**config.mk**
```make
export PLATFORM = sky130hd
export DESIGN_NAME = oai31_arc_stimulus_flat
export DESIGN_NICKNAME = d
export VERILOG_FILES = /design/src/rtl/oai31_arc_stimulus_if.sv /design/src/rtl/oai31_arc_stimulus.sv /design/src/flat_wrapper.sv
export SDC_FILE = /design/constraint.sdc
export NUM_CORES = 1
export LEC_CHECK = 0
export ABC_AREA = 1
export CORE_UTILIZATION = 50
export CTS_CLUSTER_DIAMETER = 200
export DETAILED_ROUTE_END_ITERATION = 10
export PLACE_DENSITY_LB_ADDON = 0.1
export RECOVER_POWER = 25
export SLEW_MARGIN = 10
export SYNTH_ARGS = -nofsm -noshare
export SYNTH_HDL_FRONTEND = slang
export SYNTH_SLANG_ARGS = --single-unit
```
**constraint.sdc**
```tcl
create_clock -name clk_i -period 2.1 [get_ports clk_i]
set_input_delay 0.42 -clock clk_i [delete_from_list [all_inputs] [get_ports clk_i]]
set_output_delay 0.42 -clock clk_i [all_outputs]
set_load 0.02 [all_outputs]
```
**src/rtl/oai31_arc_stimulus_if.sv**
```systemverilog
// rtl/oai31_arc_stimulus_if.sv - controller/cell-side signals of the OAI31 arc stimulus sequencer
interface oai31_arc_stimulus_if;
    logic       start;
    logic       y;
    logic       a0;
    logic       a1;
    logic       a2;
    logic       b;
    logic       busy;
    logic       done;
    logic [5:0] err_cnt;
    logic [3:0] fail_arc;

    modport master (
        output start, y,
        input  a0, a1, a2, b, busy, done, err_cnt, fail_arc
    );

    modport slave (
        input  start, y,
        output a0, a1, a2, b, busy, done, err_cnt, fail_arc
    );
endinterface

```
**src/rtl/oai31_arc_stimulus.sv**
```systemverilog
// rtl/oai31_arc_stimulus.sv - walks an OAI31 cell through all 10 timing arcs and checks Y
module oai31_arc_stimulus #(
    parameter int unsigned HOLD = 4
) (
    input  logic                  clk_i,
    input  logic                  rst_i,
    oai31_arc_stimulus_if.slave   cell_if
);
    typedef enum logic [2:0] {
        S_IDLE,
        S_SETUP,
        S_RISE,
        S_FALL,
        S_DONE
    } state_t;

    localparam logic [7:0] HOLD_LAST = 8'(HOLD - 1);

    state_t     state_q;
    logic [7:0] hold_q;
    logic [3:0] arc_q;
    logic [3:0] pins_q;
    logic       busy_q;
    logic       done_q;
    logic [5:0] err_q;
    logic [3:0] fail_q;
    logic       ys1_q;
    logic       ys2_q;

    logic       last_d;
    logic       exp_d;
    logic       mismatch_d;
    logic [3:0] arc_d;

    // {A0,A1,A2,B} for an arc with its toggled pin at value p
    function automatic logic [3:0] arc_vec(input logic [3:0] arc, input logic p);
        logic [3:0] v;
        case (arc)
            4'd0:    v = {p, 3'b001};
            4'd1:    v = {1'b0, p, 2'b01};
            4'd2:    v = {2'b00, p, 1'b1};
            4'd3:    v = {3'b111, p};
            4'd4:    v = {3'b110, p};
            4'd5:    v = {3'b101, p};
            4'd6:    v = {3'b011, p};
            4'd7:    v = {3'b100, p};
            4'd8:    v = {3'b010, p};
            4'd9:    v = {3'b001, p};
            default: v = 4'b0000;
        endcase
        return v;
    endfunction

    always_comb begin
        last_d     = (hold_q == HOLD_LAST);
        exp_d      = (state_q != S_RISE);
        mismatch_d = last_d && (ys2_q != exp_d) &&
                     ((state_q == S_SETUP) || (state_q == S_RISE) || (state_q == S_FALL));
        arc_d      = arc_q + 4'd1;
    end

    always_ff @(posedge clk_i or posedge rst_i) begin
        if (rst_i) begin
            state_q <= S_IDLE;
            hold_q  <= 8'd0;
            arc_q   <= 4'd0;
            pins_q  <= 4'b0000;
            busy_q  <= 1'b0;
            done_q  <= 1'b0;
            err_q   <= 6'd0;
            fail_q  <= 4'hF;
            ys1_q   <= 1'b1;
            ys2_q   <= 1'b1;
        end else begin
            ys1_q <= cell_if.y;
            ys2_q <= ys1_q;
            if (mismatch_d) begin
                if (err_q != 6'd63) err_q <= err_q + 6'd1;
                if (fail_q == 4'hF) fail_q <= arc_q;
            end
            case (state_q)
                S_IDLE, S_DONE: begin
                    hold_q <= 8'd0;
                    if (cell_if.start) begin
                        state_q <= S_SETUP;
                        arc_q   <= 4'd0;
                        pins_q  <= arc_vec(4'd0, 1'b0);
                        busy_q  <= 1'b1;
                        done_q  <= 1'b0;
                        err_q   <= 6'd0;
                        fail_q  <= 4'hF;
                    end
                end
                S_SETUP: begin
                    if (last_d) begin
                        hold_q  <= 8'd0;
                        state_q <= S_RISE;
                        pins_q  <= arc_vec(arc_q, 1'b1);
                    end else begin
                        hold_q <= hold_q + 8'd1;
                    end
                end
                S_RISE: begin
                    if (last_d) begin
                        hold_q  <= 8'd0;
                        state_q <= S_FALL;
                        pins_q  <= arc_vec(arc_q, 1'b0);
                    end else begin
                        hold_q <= hold_q + 8'd1;
                    end
                end
                S_FALL: begin
                    if (last_d) begin
                        hold_q <= 8'd0;
                        if (arc_q == 4'd9) begin
                            state_q <= S_DONE;
                            pins_q  <= 4'b0000;
                            busy_q  <= 1'b0;
                            done_q  <= 1'b1;
                        end else begin
                            state_q <= S_SETUP;
                            arc_q   <= arc_d;
                            pins_q  <= arc_vec(arc_d, 1'b0);
                        end
                    end else begin
                        hold_q <= hold_q + 8'd1;
                    end
                end
                default: state_q <= S_IDLE;
            endcase
        end
    end

    assign cell_if.a0       = pins_q[3];
    assign cell_if.a1       = pins_q[2];
    assign cell_if.a2       = pins_q[1];
    assign cell_if.b        = pins_q[0];
    assign cell_if.busy     = busy_q;
    assign cell_if.done     = done_q;
    assign cell_if.err_cnt  = err_q;
    assign cell_if.fail_arc = fail_q;
endmodule

```
**src/flat_wrapper.sv**
```systemverilog
// flat-port wrapper written by rule: the top's interface ports become plain ports
module oai31_arc_stimulus_flat 
#(
    parameter int unsigned HOLD = 4
)
  (clk_i, rst_i, cell_if_start, cell_if_y, cell_if_a0, cell_if_a1, cell_if_a2, cell_if_b, cell_if_busy, cell_if_done, cell_if_err_cnt, cell_if_fail_arc);
  oai31_arc_stimulus_if cell_if_i ();
  input  logic clk_i;
  input  logic rst_i;
  input wire logic [$bits(cell_if_i.start)-1:0] cell_if_start;
  input wire logic [$bits(cell_if_i.y)-1:0] cell_if_y;
  output wire logic [$bits(cell_if_i.a0)-1:0] cell_if_a0;
  output wire logic [$bits(cell_if_i.a1)-1:0] cell_if_a1;
  output wire logic [$bits(cell_if_i.a2)-1:0] cell_if_a2;
  output wire logic [$bits(cell_if_i.b)-1:0] cell_if_b;
  output wire logic [$bits(cell_if_i.busy)-1:0] cell_if_busy;
  output wire logic [$bits(cell_if_i.done)-1:0] cell_if_done;
  output wire logic [$bits(cell_if_i.err_cnt)-1:0] cell_if_err_cnt;
  output wire logic [$bits(cell_if_i.fail_arc)-1:0] cell_if_fail_arc;
  assign cell_if_i.start = cell_if_start;
  assign cell_if_i.y = cell_if_y;
  assign cell_if_a0 = cell_if_i.a0;
  assign cell_if_a1 = cell_if_i.a1;
  assign cell_if_a2 = cell_if_i.a2;
  assign cell_if_b = cell_if_i.b;
  assign cell_if_busy = cell_if_i.busy;
  assign cell_if_done = cell_if_i.done;
  assign cell_if_err_cnt = cell_if_i.err_cnt;
  assign cell_if_fail_arc = cell_if_i.fail_arc;
  oai31_arc_stimulus #(.HOLD(HOLD)) u_core (.clk_i(clk_i), .rst_i(rst_i), .cell_if(cell_if_i));
endmodule
```
# Yosys cells after proc, flatten, opt, wreduce, memory -nomap -nowiden
# Memory sizes are Yosys's and may differ from the RTL's.
# Index checks and enable logic that the tools add are counted.
[word_totals]
mem_bits_ro = 192
elab_cells = 80
register_bits = 33
inputBits = 4
output_inout_bits = 16
mem_count = 3
[memory_table]
columns = ["name", "words", "width", "rd", "rd_clocked_by_memory_dff", "wr", "line_no", "text"]
rows = [
  ["(no name shown)", 16, 4, 1, 0, 0, "oai31_arc_stimulus.sv:38", "case (arc)"],
  ["(no name shown)", 16, 4, 1, 0, 0, "oai31_arc_stimulus.sv:38", ""],
  ["(no name shown)", 16, 4, 1, 0, 0, "oai31_arc_stimulus.sv:38", ""],
]
[classes]
n_mux = 34
addsub = 3
eq_ne = 16
n_reduce_logical = 14
[ops]
columns = ["op", "count"]
rows = [
  ["4-bit 2-to-1 mux", 12],
  ["6-bit 2-to-1 mux", 4],
  ["4-bit one-hot mux with 4 select lines", 1],
  ["8-bit one-hot mux with 2 select lines", 1],
  ["3-bit 2-to-1 mux", 5],
  ["3-bit one-hot mux with 4 select lines", 1],
  ["4-bit AND reduction", 3],
  ["8-bit by 1-bit adder with 8-bit output (second input constant)", 1],
  ["4-bit == test (second input constant)", 2],
  ["8-bit by 2-bit == test with 1-bit output (second input constant)", 1],
  ["8-bit 2-to-1 mux", 1],
  ["4-bit one-hot mux with 2 select lines", 1],
  ["6-bit by 1-bit adder with 6-bit output (second input constant)", 1],
  ["3-bit by 2-bit == test with 1-bit output (second input constant)", 2],
  ["1-bit 2-to-1 mux", 6],
  ["2-bit by 1-bit inequality test with 1-bit output (second input constant)", 3],
  ["2-bit inequality test (second input constant)", 3],
  ["6-bit inequality test (second input constant)", 1],
  ["5-bit AND reduction", 1],
  ["4-bit by 1-bit adder with 4-bit output (second input constant)", 1],
  ["1-bit one-hot mux with 2 select lines", 2],
  ["2-bit nonzero test", 2],
  ["4-bit nonzero test", 1],
  ["3-bit by 1-bit == test with 1-bit output (second input constant)", 1],
  ["8 further kinds", 10],
]

# Depth between registers and ports, before layout
[logic_depth]
word_depth = 7
depth_mapped = 11
mapped_depth_nobuf = 11

# Least setup slack after synthesis
# Ideal clock, no wire load.
[synth_timing]
path_type = "flip-flop to flip-flop"
startpoint = "register u_core.arc_q[0]"
endpoint = "register u_core.pins_q[1]"
synth_period_minus_slack_ps = 1562
arrival_ps = 1445
path_slack_ps = 538
path_buffers = 1
stages_incl_launch_ff = 12
cell_sequence = "dfrtp_1 buf_2 inv_1 ha_1 nand2_1 nand2_1 nor2_1 nor2_1 nand3_1 nand3_1 nand2_1 nand2_1"
[synth_via]
elab_chain_cells = 5
elab_cells_between_ends = 10
[synth_lines]
columns = ["item", "line_no", "text"]
rows = [
  ["start: declaration", "oai31_arc_stimulus.sv:21", "logic [3:0] arc_q;"],
  ["start signal: assignment", "oai31_arc_stimulus.sv:122", "arc_q <= arc_d;"],
  ["4-bit by 1-bit adder with 4-bit output", "oai31_arc_stimulus.sv:59", "arc_d = arc_q + 4'd1;"],
  ["memory read 16 x 4 bit", "--", ""],
  ["4-bit 2-to-1 mux", "oai31_arc_stimulus.sv:115", "if (arc_q == 4'd9) begin"],
  ["4-bit 2-to-1 mux", "oai31_arc_stimulus.sv:113", "if (last_d) begin"],
  ["4-bit one-hot mux with 4 select lines (*)", "oai31_arc_stimulus.sv:81", "case (state_q)"],
  ["end signal: assignment", "oai31_arc_stimulus.sv:87", "pins_q <= arc_vec(4'd0, 1'b0);"],
  ["end signal: assignment", "oai31_arc_stimulus.sv:98", "pins_q <= arc_vec(arc_q, 1'b1);"],
  ["end signal: assignment", "oai31_arc_stimulus.sv:123", "pins_q <= arc_vec(arc_d, 1'b0);"],
  ["end: declaration", "oai31_arc_stimulus.sv:22", "logic [3:0] pins_q;"],
]
# Mark *: on every way between the ends. The rest lies on a longest branch, timed or not. The select of a mux whose other input is x is not followed.
# A chain may end at the register's enable or synchronous reset.

# Worst setup path after layout
[layout_timing]
startpoint = "register u_core.fail_q[2], in the netlist u_core.cell_if.fail_arc[2]"
endpoint = "output port cell_if_fail_arc[2]"
[layout_lines]
columns = ["item", "line_no", "text"]
rows = [
  ["start: declaration", "oai31_arc_stimulus.sv:26", "logic [3:0] fail_q;"],
  ["start signal: assignment", "oai31_arc_stimulus.sv:79", "if (fail_q == 4'hF) fail_q <= arc_q;"],
  ["end: declaration", "flat_wrapper.sv:19", "output wire logic [$bits(cell_if_i.fail_arc)-1:0] cell_if_fail_arc;"],
]
# No word-level cell between the ends.

==> key figures <==
Synthesis
  – Register area share after synthesis: 38.79%
  – Top FF cell, synth: dfrtp_1
  – Count of flip-flops with a built-in enable after synthesis: 0
  – Syn nets: 316
  – Post-synthesis average cell area: 7.090 µm²
  – Ys async rst share: 100.0%
  – Mapped cell area: 2148 µm²
  – Flops & latches, synth: 33
  – Synth unique cells: 29
  – Synth Warn #: 0
  – Mapped Cells: 303

Timing
  – Post-layout min period: 1.877 ns
  – Final hold slack: 0.3659 ns
  – Relative slew margins: 47.00%
  – Final period utilization: 89.37%
  – Final setup fails: 0
  – Fmax: 532.8 MHz
  – Final count of hold timing violations: 0
  – Max Slew Vio Count: 0
  – Worst slew pin tran: 0.7951 ns
  – Worst Slack Setup Final: 0.2232 ns
  – Clock Skew: 0.008118 ns
  – Final setup TNS: 0 ns
  – RSZ-0062 raised after global routing: false

Routing
  – Antenna-violating nets left: 0
  – Routed len/inst: 12.32 µm
  – Via-to-Cell Ratio: 5.232
  – Initial DRC count: 153
  – Final WL: 4.670 mm
  – DRT Pass-1 Iters: 4
  – Drt drc: 0
  – Vias: 1983

Power
  – Psw: 1.240 mW
  – Power density over the cells: 1176 nW/µm²
  – Switch share: 41.57%
  – Sequential share of power: 32.2%
  – Leak: 1.257 nW
  – Comb power frac: 43.6%
  – Pint: 1.743 mW
  – Clock share of power: 24.3%
  – Peak supply drop: 0.4977 mV
  – Design Power: 2.984 mW

Placement
  – DP Worst Slack: 0.2749 ns
  – Detailed placer's ending HPWL: 3.373 mm
  – PortBufs: 19
  – Placed Cells: 371
  – Routability Congestion: 0.9422

Floorplanning
  – Chip Height: 67.55 µm
  – Horiz. Die Dim: 67.55 µm
  – FP Rows: 23
  – Starting Density: 52.94%
  – Core area: 4058 µm²
  – Ports: 20
  – Die area: 4563 µm²

CTS
  – Clock Tree Buf Depth: 2
  – CTS Hold Buffers Added: 0
  – Root buf cell: clkbuf_8
  – CTS tree: done
  – Latest clock arrival within the worst-skew pair: 0.29 ns
  – Htree depth: 2
  – Clock buffer count from CTS: 5
  – Post-CTS sizing: 0
  – Clk sink count: 33
  – Clk pin slew, worst setup/hold paths: 0.07 ns
  – Setup bufs post-CTS: 0

GRT
  – Largest net degree at the start of global routing: 34
  – Vias in the first global route: 1795
  – GR Overflow Total: 0
  – Antenna violations before repair: 0
  – GRT Overall Usage: 23.46%
  – First-pass GRT wire length: 7.990 mm

Finish
  – N_diodes: 0
  – Register area: 833.3 µm²
  – # fillers: 347
  – Final net count: 341
  – Syn-to-layout area delta: 18.05%
  – Share of layout cells above drive strength 1: 11.55%
  – Area of the multi-input gates: 1142 µm²
  – Final Non-Filler Cells: 379

Setup path
  – Cell family with most CP delay: buffers and inverters
  – CP max-delay cell: clkdlybuf4s50_1
  – Crit end category: output pin
  – CP max stage delay: 0.61 ns
  – WP data arrival: 1.46 ns
  – Critical path launch point type: flop
  – Critical path type: flop to output pin
  – Worst Path Buf+Inv: 1
  – Crit-path cells: clkdlybuf4s50_1
  – Critical Path RT: 1.68 ns
  – CP Max Fanout: 3

Run status
  – Outcome: completed

Min path
  – Hold Crit Class: flop to flop

Job
  – Number of max-cap violations: 0
==> cell type report <==
| cell class | instances | area share [%] |
|---|---|---|
| clock buffers | 5 | 2.713 |
| clock inverters | 3 | 2.565 |
| inverters | 39 | 6.068 |
| multi-input cells | 227 | 45.04 |
| flip-flops and latches | 33 | 32.86 |
| well taps | 50 | 2.467 |
| repair buffers | 22 | 8.288 |
==> through the flow <==
| step | cell area (µm²) | utilization [%] |
|---|---|---|
| 2_1_floorplan | 2148 | - |
| 3_3_place_gp | 2405 | 59.27 |
| 3_5_place_dp | 2405 | 59.27 |
| 4_1_cts | 2539 | 62.57 |
| 5_1_grt | 2536 | 62.50 |
| 6_report | 2536 | 62.50 |
==> cell families after synthesis <==
group / count (synthesis) / synth area share (%)
AND/OR/NAND/NOR: 190 / 39.95
flip-flops: 33 / 38.79
AO/OA/AOI/OAI: 26 / 7.164
buffers and inverters: 43 / 8.037
adder cells (fa/ha/maj): 9 / 5.242
XOR/XNOR: 2 / 0.8155
==> synthesized netlist by cell type (2+ instances only) <==
| cell | number | area (µm²) |
|---|---|---|
| nand4_1 | 6 | 37.54 |
| nand2_1 | 92 | 345.3 |
| dfrtp_1 | 27 | 675.7 |
| nand3_1 | 44 | 220.2 |
| nand2_4 | 4 | 45.04 |
| inv_2 | 3 | 11.26 |
| ha_1 | 9 | 112.6 |
| nor2_1 | 30 | 112.6 |
| clkinv_2 | 2 | 10.01 |
| nand2_2 | 2 | 12.51 |
| dfstp_2 | 6 | 157.7 |
| nor2_4 | 2 | 22.52 |
| inv_1 | 33 | 123.9 |
| buf_2 | 3 | 15.01 |
| o21ai_0 | 13 | 65.06 |
| nor2_2 | 5 | 31.28 |
| nor3_1 | 4 | 20.02 |
| o22ai_1 | 4 | 25.02 |
| a21oi_1 | 4 | 20.02 |
==> cell usage in the layout (no fill, tap or decap), drive strengths merged <==
master         instances
o211ai                 1
o22ai                  4
bufinv                 2
nand3b                 1
nor3                   4
a31oi                  1
nand4                  6
inv                   37
dlygate4sd3            2
nand2                 98
o2111ai                1
ha                     9
xor2                   1
clkdlybuf4s50         17
xnor2                  1
o21ai                 14
clkinv                 3
dfrtp                 27
nand3                 44
clkbuf                 6
nor2                  37
a21oi                  5
buf                    2
dfstp                  6
==> state kept, by name, indices dropped and copies added (netlist names) <==
signal,cells
u_core.arc_q,4
u_core.cell_if.busy,1
u_core.cell_if.done,1
u_core.cell_if.err_cnt,6
u_core.cell_if.fail_arc,4
u_core.hold_q,8
u_core.pins_q,4
u_core.state_q,3
u_core.ys1_q,1
u_core.ys2_q,1
==> worst paths after layout <==
check	from	to	slack (ns)	depth (start not counted)
min in group asynchronous	rst_i	u_core.cell_if.err_cnt[5]	0.80	3
setup / recovery	u_core.cell_if.fail_arc[2]	cell_if_fail_arc[2]	0.22	1
setup reg to reg	u_core.arc_q[0]	u_core.pins_q[2]	0.24	10
hold / removal	u_core.ys1_q	u_core.ys2_q	0.37	0
hold reg to reg	u_core.ys1_q	u_core.ys2_q	0.37	0
max in group asynchronous	rst_i	u_core.arc_q[0]	0.79	3
==> layer usage <==
layer | wire [µm] | part of all wire [%] | global-route usage (%) | vias up
met5 | 0 | 0 | 0 | -
met4 | 115 | 2.5 | 10.90 | 0
met3 | 223 | 4.8 | 5.405 | 10
met2 | 2068 | 44 | 34.78 | 60
met1 | 2263 | 48 | 32.00 | 890
li1 | - | - | - | 1023
==> power by group through the flow <==
stage                     Sequential, mW  Clock (mW)  Combinational [mW]
after CTS                          0.959       0.737                1.31
after detailed placement           0.969           0                1.29
after floorplan                     1.02           0               0.862
final                              0.960       0.724                1.30
after global placement             0.967           0                1.29
after global routing               0.982       0.758                1.47
(Power assumes the default switching activity.)
